### config.mk
export PLATFORM = sky130hd
export DESIGN_NAME = mem_bank_initiator
export DESIGN_NICKNAME = d
export VERILOG_FILES = /design/src/rtl/mbi_pkg.sv /design/src/rtl/mbi_rsp_fifo.sv /design/src/rtl/mem_bank_initiator.sv
export SDC_FILE = /design/constraint.sdc
export NUM_CORES = 1
export LEC_CHECK = 0
export CORE_MARGIN = 2
export CORE_UTILIZATION = 49
export DETAILED_ROUTE_END_ITERATION = 8
export GPL_TIMING_DRIVEN = 0
export HOLD_SLACK_MARGIN = 0.08
export PLACE_DENSITY = 0.75
export SYNTH_ARGS = -nofsm -noshare
export SYNTH_HDL_FRONTEND = slang
export SYNTH_HIERARCHICAL = 1
export SYNTH_SLANG_ARGS = --single-unit
### constraint.sdc
create_clock -name clk -period 6.5 [get_ports clk]
set_input_delay 0.65 -clock clk [delete_from_list [all_inputs] [get_ports clk]]
set_output_delay 0.65 -clock clk [all_outputs]
set_load 0.1 [all_outputs]
### src/rtl/mbi_pkg.sv
// Shared types and address-field helpers for the multi-bank memory initiator.
package mbi_pkg;

  typedef enum logic {
    RUN   = 1'b0,
    CLEAR = 1'b1
  } mbi_state_e;

  localparam int MBI_AW         = 11;
  localparam int BANK_HI        = 10;
  localparam int BANK_LO        = 9;
  localparam int SUB_HI         = 8;
  localparam int SUB_LO         = 7;
  localparam int WORD_HI        = 6;
  localparam int WORD_LO        = 0;
  localparam int ARRAY_SIZE     = 2048;
  localparam int CONFLICT_CNT_W = 16;

  // Bank and sub-bank fields are adjacent, so one slice covers both.
  function automatic logic same_subbank(input logic [MBI_AW-1:0] a,
                                        input logic [MBI_AW-1:0] b);
    return a[BANK_HI:SUB_LO] == b[BANK_HI:SUB_LO];
  endfunction

endpackage

### src/rtl/mbi_rsp_fifo.sv
// Synchronous response FIFO; output comes from storage only (no pass-through).
module mbi_rsp_fifo #(
  parameter int DEPTH = 4,
  parameter int W     = 8
) (
  input  logic                       clk,
  input  logic                       rst_n,
  input  logic                       push,
  input  logic [W-1:0]               din,
  input  logic                       pop,
  output logic [W-1:0]               dout,
  output logic                       empty,
  output logic                       full,
  output logic [$clog2(DEPTH):0]     count
);

  localparam int PW = $clog2(DEPTH);

  logic [W-1:0]  mem_q [DEPTH];
  logic [W-1:0]  mem_d [DEPTH];
  logic [PW-1:0] wr_ptr_q, wr_ptr_d;
  logic [PW-1:0] rd_ptr_q, rd_ptr_d;
  logic [PW:0]   count_q, count_d;
  logic          push_ok, pop_ok;

  assign empty   = (count_q == '0);
  assign full    = (count_q == (PW+1)'(DEPTH));
  assign count   = count_q;
  assign dout    = mem_q[rd_ptr_q];
  assign pop_ok  = pop && !empty;
  assign push_ok = push && (!full || pop_ok);

  always_comb begin
    mem_d    = mem_q;
    wr_ptr_d = wr_ptr_q;
    rd_ptr_d = rd_ptr_q;
    count_d  = count_q;
    if (push_ok) begin
      mem_d[wr_ptr_q] = din;
      wr_ptr_d        = wr_ptr_q + 1'b1;
    end
    if (pop_ok) rd_ptr_d = rd_ptr_q + 1'b1;
    case ({push_ok, pop_ok})
      2'b10:   count_d = count_q + 1'b1;
      2'b01:   count_d = count_q - 1'b1;
      default: count_d = count_q;
    endcase
  end

  // Storage is reset too so the data output is defined while empty.
  always_ff @(posedge clk or negedge rst_n) begin
    if (!rst_n) begin
      for (int i = 0; i < DEPTH; i++) mem_q[i] <= '0;
      wr_ptr_q <= '0;
      rd_ptr_q <= '0;
      count_q  <= '0;
    end else begin
      mem_q    <= mem_d;
      wr_ptr_q <= wr_ptr_d;
      rd_ptr_q <= rd_ptr_d;
      count_q  <= count_d;
    end
  end

endmodule

### src/rtl/mem_bank_initiator.sv
// Request-side controller for the 4x4x128 byte memory array with zero-clear.
// Optional macro MBI_CONFLICT_CNT_EN adds the conflict_cnt output and counter.
module mem_bank_initiator
  import mbi_pkg::*;
#(
  parameter int AW        = 11,
  parameter int DW        = 8,
  parameter int RSP_DEPTH = 4
) (
  input  logic          clk,
  input  logic          rst_n,
  input  logic          wr_valid,
  output logic          wr_ready,
  input  logic [AW-1:0] wr_addr,
  input  logic [DW-1:0] wr_data,
  input  logic          rd_valid,
  output logic          rd_ready,
  input  logic [AW-1:0] rd_addr,
  output logic          rsp_valid,
  input  logic          rsp_ready,
  output logic [DW-1:0] rsp_data,
  input  logic          clr_start,
  output logic          clr_busy,
  output logic          clr_done,
  output logic          mem_ren,
  output logic          mem_wen,
  output logic [AW-1:0] mem_raddr,
  output logic [AW-1:0] mem_waddr,
  output logic [DW-1:0] mem_din,
  input  logic [DW-1:0] mem_dout
`ifdef MBI_CONFLICT_CNT_EN
  ,
  output logic [CONFLICT_CNT_W-1:0] conflict_cnt
`endif
);

  localparam int CW = $clog2(RSP_DEPTH) + 1;

  mbi_state_e    state_q, state_d;
  logic          run_en_q;
  // [0]: read issued to the array (drives mem_ren), [1]: array data to capture.
  logic [1:0]    rd_vld_pipe_q, rd_vld_pipe_d;
  logic [AW-1:0] clr_addr_q, clr_addr_d;
  logic          mem_wen_q, mem_wen_d;
  logic [AW-1:0] mem_raddr_q, mem_raddr_d;
  logic [AW-1:0] mem_waddr_q, mem_waddr_d;
  logic [DW-1:0] mem_din_q, mem_din_d;

  logic [CW-1:0] fifo_cnt;
  logic          fifo_empty, fifo_full;
  logic [CW:0]   credit_used;
  logic          run_ok, collide, rd_fire, wr_fire;

  // Occupancy plus in-flight reads bounds the FIFO, so it can never overflow.
  assign credit_used = {1'b0, fifo_cnt} + (CW+1)'(rd_vld_pipe_q[0])
                     + (CW+1)'(rd_vld_pipe_q[1]);
  assign run_ok   = run_en_q && (state_q == RUN) && !clr_start;
  assign rd_ready = run_ok && (credit_used < (CW+1)'(RSP_DEPTH));
  assign collide  = rd_valid && rd_ready && same_subbank(wr_addr, rd_addr);
  assign wr_ready = run_ok && !collide;
  assign rd_fire  = rd_valid && rd_ready;
  assign wr_fire  = wr_valid && wr_ready;

  assign clr_busy  = (state_q == CLEAR);
  assign clr_done  = (state_q == CLEAR) && (clr_addr_q == AW'(ARRAY_SIZE - 1));
  assign mem_ren   = rd_vld_pipe_q[0];
  assign mem_wen   = mem_wen_q;
  assign mem_raddr = mem_raddr_q;
  assign mem_waddr = mem_waddr_q;
  assign mem_din   = mem_din_q;
  assign rsp_valid = !fifo_empty;

  always_comb begin
    state_d       = state_q;
    clr_addr_d    = clr_addr_q;
    rd_vld_pipe_d = {rd_vld_pipe_q[0], rd_fire};
    mem_wen_d     = 1'b0;
    mem_raddr_d   = mem_raddr_q;
    mem_waddr_d   = mem_waddr_q;
    mem_din_d     = mem_din_q;
    case (state_q)
      RUN: begin
        if (rd_fire) mem_raddr_d = rd_addr;
        if (wr_fire) begin
          mem_wen_d   = 1'b1;
          mem_waddr_d = wr_addr;
          mem_din_d   = wr_data;
        end
        if (run_en_q && clr_start) begin
          state_d    = CLEAR;
          clr_addr_d = '0;
        end
      end
      CLEAR: begin
        mem_wen_d   = 1'b1;
        mem_waddr_d = clr_addr_q;
        mem_din_d   = '0;
        clr_addr_d  = clr_addr_q + 1'b1;
        // Counter wrapping back to zero means the last address was just issued.
        if (clr_addr_d == '0) state_d = RUN;
      end
      default: state_d = RUN;
    endcase
  end

  always_ff @(posedge clk or negedge rst_n) begin
    if (!rst_n) begin
      state_q       <= RUN;
      run_en_q      <= 1'b0;
      rd_vld_pipe_q <= '0;
      clr_addr_q    <= '0;
      mem_wen_q     <= 1'b0;
      mem_raddr_q   <= '0;
      mem_waddr_q   <= '0;
      mem_din_q     <= '0;
    end else begin
      state_q       <= state_d;
      run_en_q      <= 1'b1;
      rd_vld_pipe_q <= rd_vld_pipe_d;
      clr_addr_q    <= clr_addr_d;
      mem_wen_q     <= mem_wen_d;
      mem_raddr_q   <= mem_raddr_d;
      mem_waddr_q   <= mem_waddr_d;
      mem_din_q     <= mem_din_d;
    end
  end

  mbi_rsp_fifo #(
    .DEPTH (RSP_DEPTH),
    .W     (DW)
  ) u_rsp_fifo (
    .clk   (clk),
    .rst_n (rst_n),
    .push  (rd_vld_pipe_q[1]),
    .din   (mem_dout),
    .pop   (rsp_ready),
    .dout  (rsp_data),
    .empty (fifo_empty),
    .full  (fifo_full),
    .count (fifo_cnt)
  );

`ifdef MBI_CONFLICT_CNT_EN
  logic [CONFLICT_CNT_W-1:0] conflict_cnt_q, conflict_cnt_d;

  always_comb begin
    conflict_cnt_d = conflict_cnt_q;
    if (wr_valid && run_ok && collide && (conflict_cnt_q != '1))
      conflict_cnt_d = conflict_cnt_q + 1'b1;
  end

  always_ff @(posedge clk or negedge rst_n) begin
    if (!rst_n) conflict_cnt_q <= '0;
    else        conflict_cnt_q <= conflict_cnt_d;
  end

  assign conflict_cnt = conflict_cnt_q;
`endif

endmodule

==> metrics.txt <==
# TYPE chip_impl_metric gauge
chip_impl_metric{name="maxClockFrequency",unit="MHz"} 256
chip_impl_metric{name="numClockSinks",unit=""} 85
chip_impl_metric{name="first_pass_iters",unit=""} 4
chip_impl_metric{name="floorplan.initialDensity",unit=""} 0.509
chip_impl_metric{name="detailedRoute.firstIterationViolations",unit=""} 109
chip_impl_metric{name="global_route.usage.total",unit=""} 0.203
chip_impl_metric{name="synthesis.nets",unit=""} 392
chip_impl_metric{name="drive_gt1_frac",unit=""} 0.200
chip_impl_info{name="cp-startpoint",value="u_rsp_fifo/count[0]$_DFFE_PN0P_"} 1
chip_impl_metric{name="final-max-slew-violation-count",unit=""} 0
chip_impl_metric{name="cts.repair.resized",unit=""} 0
chip_impl_metric{name="routed_wire_length_per_instance",unit="µm"} 16.1
chip_impl_metric{name="globalplace.congestion",unit=""} 0.871
chip_impl_metric{name="worst_setup_hold_path_clk_slew",unit="ns"} 0.08
chip_impl_metric{name="regToRegSetupSlack",unit="ns"} 4.18
chip_impl_metric{name="flow.area_growth_from_synthesis",unit="%"} 30.0
chip_impl_info{name="launch_point_of_the_worst_reg_to_reg_path",value="u_rsp_fifo/count[2]$_DFFE_PN0P_"} 1
chip_impl_metric{name="layout_worst_path_cycle_share",unit=""} 0.602
chip_impl_metric{name="timing.max_slew.rel_slack",unit=""} 0.336
chip_impl_info{name="unrepaired_setup_endpoints_after_global_routing",value="no"} 1
chip_impl_metric{name="worstPathMaxFanout",unit=""} 10
chip_impl_metric{name="finClkSkew",unit="ns"} 0.0115
chip_impl_metric{name="crit_required",unit="ns"} 5.85
chip_impl_metric{name="boundaryPins",unit=""} 89
chip_impl_info{name="tritoncts",value="built"} 1
chip_impl_info{name="hold_path_class",value="primary input to async pin"} 1
chip_impl_metric{name="die_area",unit="µm²"} 9340
chip_impl_metric{name="ctsHtreeMaxLevel",unit=""} 3
chip_impl_metric{name="grt_total_ovfl",unit=""} 0
chip_impl_info{name="cp-start-kind",value="register"} 1
chip_impl_metric{name="power_per_cell_area",unit="nW/µm²"} 482
chip_impl_metric{name="dr_total_vias",unit=""} 2999
chip_impl_metric{name="core.rowCount",unit=""} 33
chip_impl_metric{name="postRouteAntennaNets",unit=""} 0
chip_impl_metric{name="finalNetCount",unit=""} 492
chip_impl_metric{name="grt_start_max_net_pins",unit=""} 49
chip_impl_metric{name="number_of_antenna_violations_at_the_first_check_in_global_routing",unit=""} 0
chip_impl_metric{name="final.fill_count",unit=""} 652
chip_impl_info{name="cts-root-buf",value="clkbuf_8"} 1
chip_impl_metric{name="netlist_instances",unit=""} 339
chip_impl_metric{name="routed_wl",unit="mm"} 8.86
chip_impl_info{name="worst-setup-path-type",value="register to output port"} 1
chip_impl_metric{name="place.port_buffers",unit=""} 88
chip_impl_metric{name="cts_post_setup_buffers_inserted",unit=""} 0
chip_impl_metric{name="hold_violations",unit=""} 0
chip_impl_metric{name="dpl.hpwl",unit="mm"} 6.38
chip_impl_metric{name="floorplan.die.height",unit="µm"} 96.6
chip_impl_metric{name="grt_pass1_vias",unit=""} 3151
chip_impl_metric{name="hold_buffers",unit=""} 0
chip_impl_metric{name="arrival",unit="ns"} 3.26
chip_impl_metric{name="insertion_delay_to_the_later_sink_of_the_worst_skew_pair",unit="ns"} 0.36
chip_impl_metric{name="report.final.setup_viol",unit=""} 0
chip_impl_metric{name="vias_per_cell",unit=""} 5.46
chip_impl_metric{name="post_synth.cell_area_avg",unit="µm²"} 12.4
chip_impl_metric{name="number_of_buffers_added_by_the_clock_tree_synthesis_step",unit=""} 9
chip_impl_metric{name="fp.coreArea",unit="µm²"} 8260
chip_impl_metric{name="synth_warnings",unit=""} 6
chip_impl_metric{name="whs",unit="ns"} 0.258
chip_impl_metric{name="max_cap_viol",unit=""} 0
chip_impl_metric{name="setup_total_negative_slack",unit="ns"} 0
chip_impl_info{name="endpoint_kind",value="output port"} 1
chip_impl_metric{name="p_leak",unit="nW"} 2.32
chip_impl_metric{name="syn_area",unit="µm²"} 4200
chip_impl_metric{name="die_width",unit="µm"} 96.6
chip_impl_metric{name="drc_errors",unit=""} 0
chip_impl_metric{name="max-clock-path-buffers",unit=""} 2
chip_impl_metric{name="worstMarginPinSlew",unit="ns"} 0.993
chip_impl_info{name="status",value="completed"} 1
chip_impl_metric{name="max_rail_drop_vdd",unit="µV"} 331
chip_impl_metric{name="layout_min_cycle_time",unit="ns"} 3.91
chip_impl_metric{name="grt_pass1_wl",unit="mm"} 15.4
chip_impl_metric{name="antenna_cells_inserted",unit=""} 0
## metal layers
layer | part of all wire | global-route usage
met1 | 0.48 | 0.286
met2 | 0.45 | 0.301
met3 | 0.057 | 0.0535
met4 | 0.021 | 0.0834
met5 | 0 | 0
## worst max-delay path, cell delays in order (launching register included)
cell             delay [ns]
dfrtp_1                0.47
ha_1                   0.31
a21oi_1                0.08
o2111ai_1              0.38
clkbuf_1               0.34
nor2_1                 0.08
nor2_1                 0.09
clkdlybuf4s50_1        1.15
## stage by stage
| step | utilization | power [mW] | std cells | cell area [µm²] | worst slack, ns |
|---|---|---|---|---|---|
| CTS | 0.662 | 2.66 | 549 | 5470 | 2.59 |
| global route | 0.662 | 2.77 | 549 | 5470 | 2.40 |
| floorplan | - | 1.94 | 339 | 4200 | 2.03 |
| global placement | 0.632 | 2.20 | 532 | 5220 | 1.77 |
| detailed placement | 0.635 | 2.23 | 533 | 5240 | 2.75 |
| finish | 0.662 | 2.64 | 549 | 5470 | 2.59 |
## state kept, by name, summed over array words and instances (netlist names), 3 cells and up
signal	flops
clr_addr_q	11
mem_din	8
mem_raddr	11
mem_waddr	11
u_rsp_fifo/count	3
u_rsp_fifo/mem_q	32
## power by group
part / internal, mW / switching [mW]
registers: 0.681 / 0.115
clock network: 0.229 / 0.191
logic: 0.444 / 0.975
## layout make-up
type                    count  area (µm²)  share of cell area
clock buffers              11         141              0.0259
well taps                 105         131              0.0240
plain buffers              21         100              0.0183
repair buffers             89         906               0.166
clock inverters             5        82.6              0.0151
flip-flops and latches     85        2130               0.389
multi-input cells         216        1910               0.350
inverters                  17        63.8              0.0117
## layout by cell type, fill, tap and decap left out, types with 10 or more instances in the layout
| master | instances |
|---|---|
| o21ai_0 | 13 |
| clkbuf_1 | 17 |
| clkbuf_8 | 10 |
| and3_1 | 12 |
| mux2_2 | 41 |
| clkdlybuf4s50_1 | 87 |
| dfrtp_1 | 85 |
| nand2_1 | 24 |
| xnor2_1 | 16 |
| inv_1 | 17 |
## worst paths after layout
path | to | cells past startpoint
setup reg to reg | u_rsp_fifo/count[2]$_DFFE_PN0P_ | 8
min in group clk | rd_vld_pipe_q[1]$_DFF_PN0_ | 0
hold reg to reg | rd_vld_pipe_q[1]$_DFF_PN0_ | 0
max in group asynchronous | mem_wen$_DFF_PN0_ | 2
setup / recovery | wr_ready | 7
hold / removal | u_rsp_fifo/mem_q[31]$_DFFE_PN0P_ | 1
No activity file was read; power rests on OpenSTA's default activity.
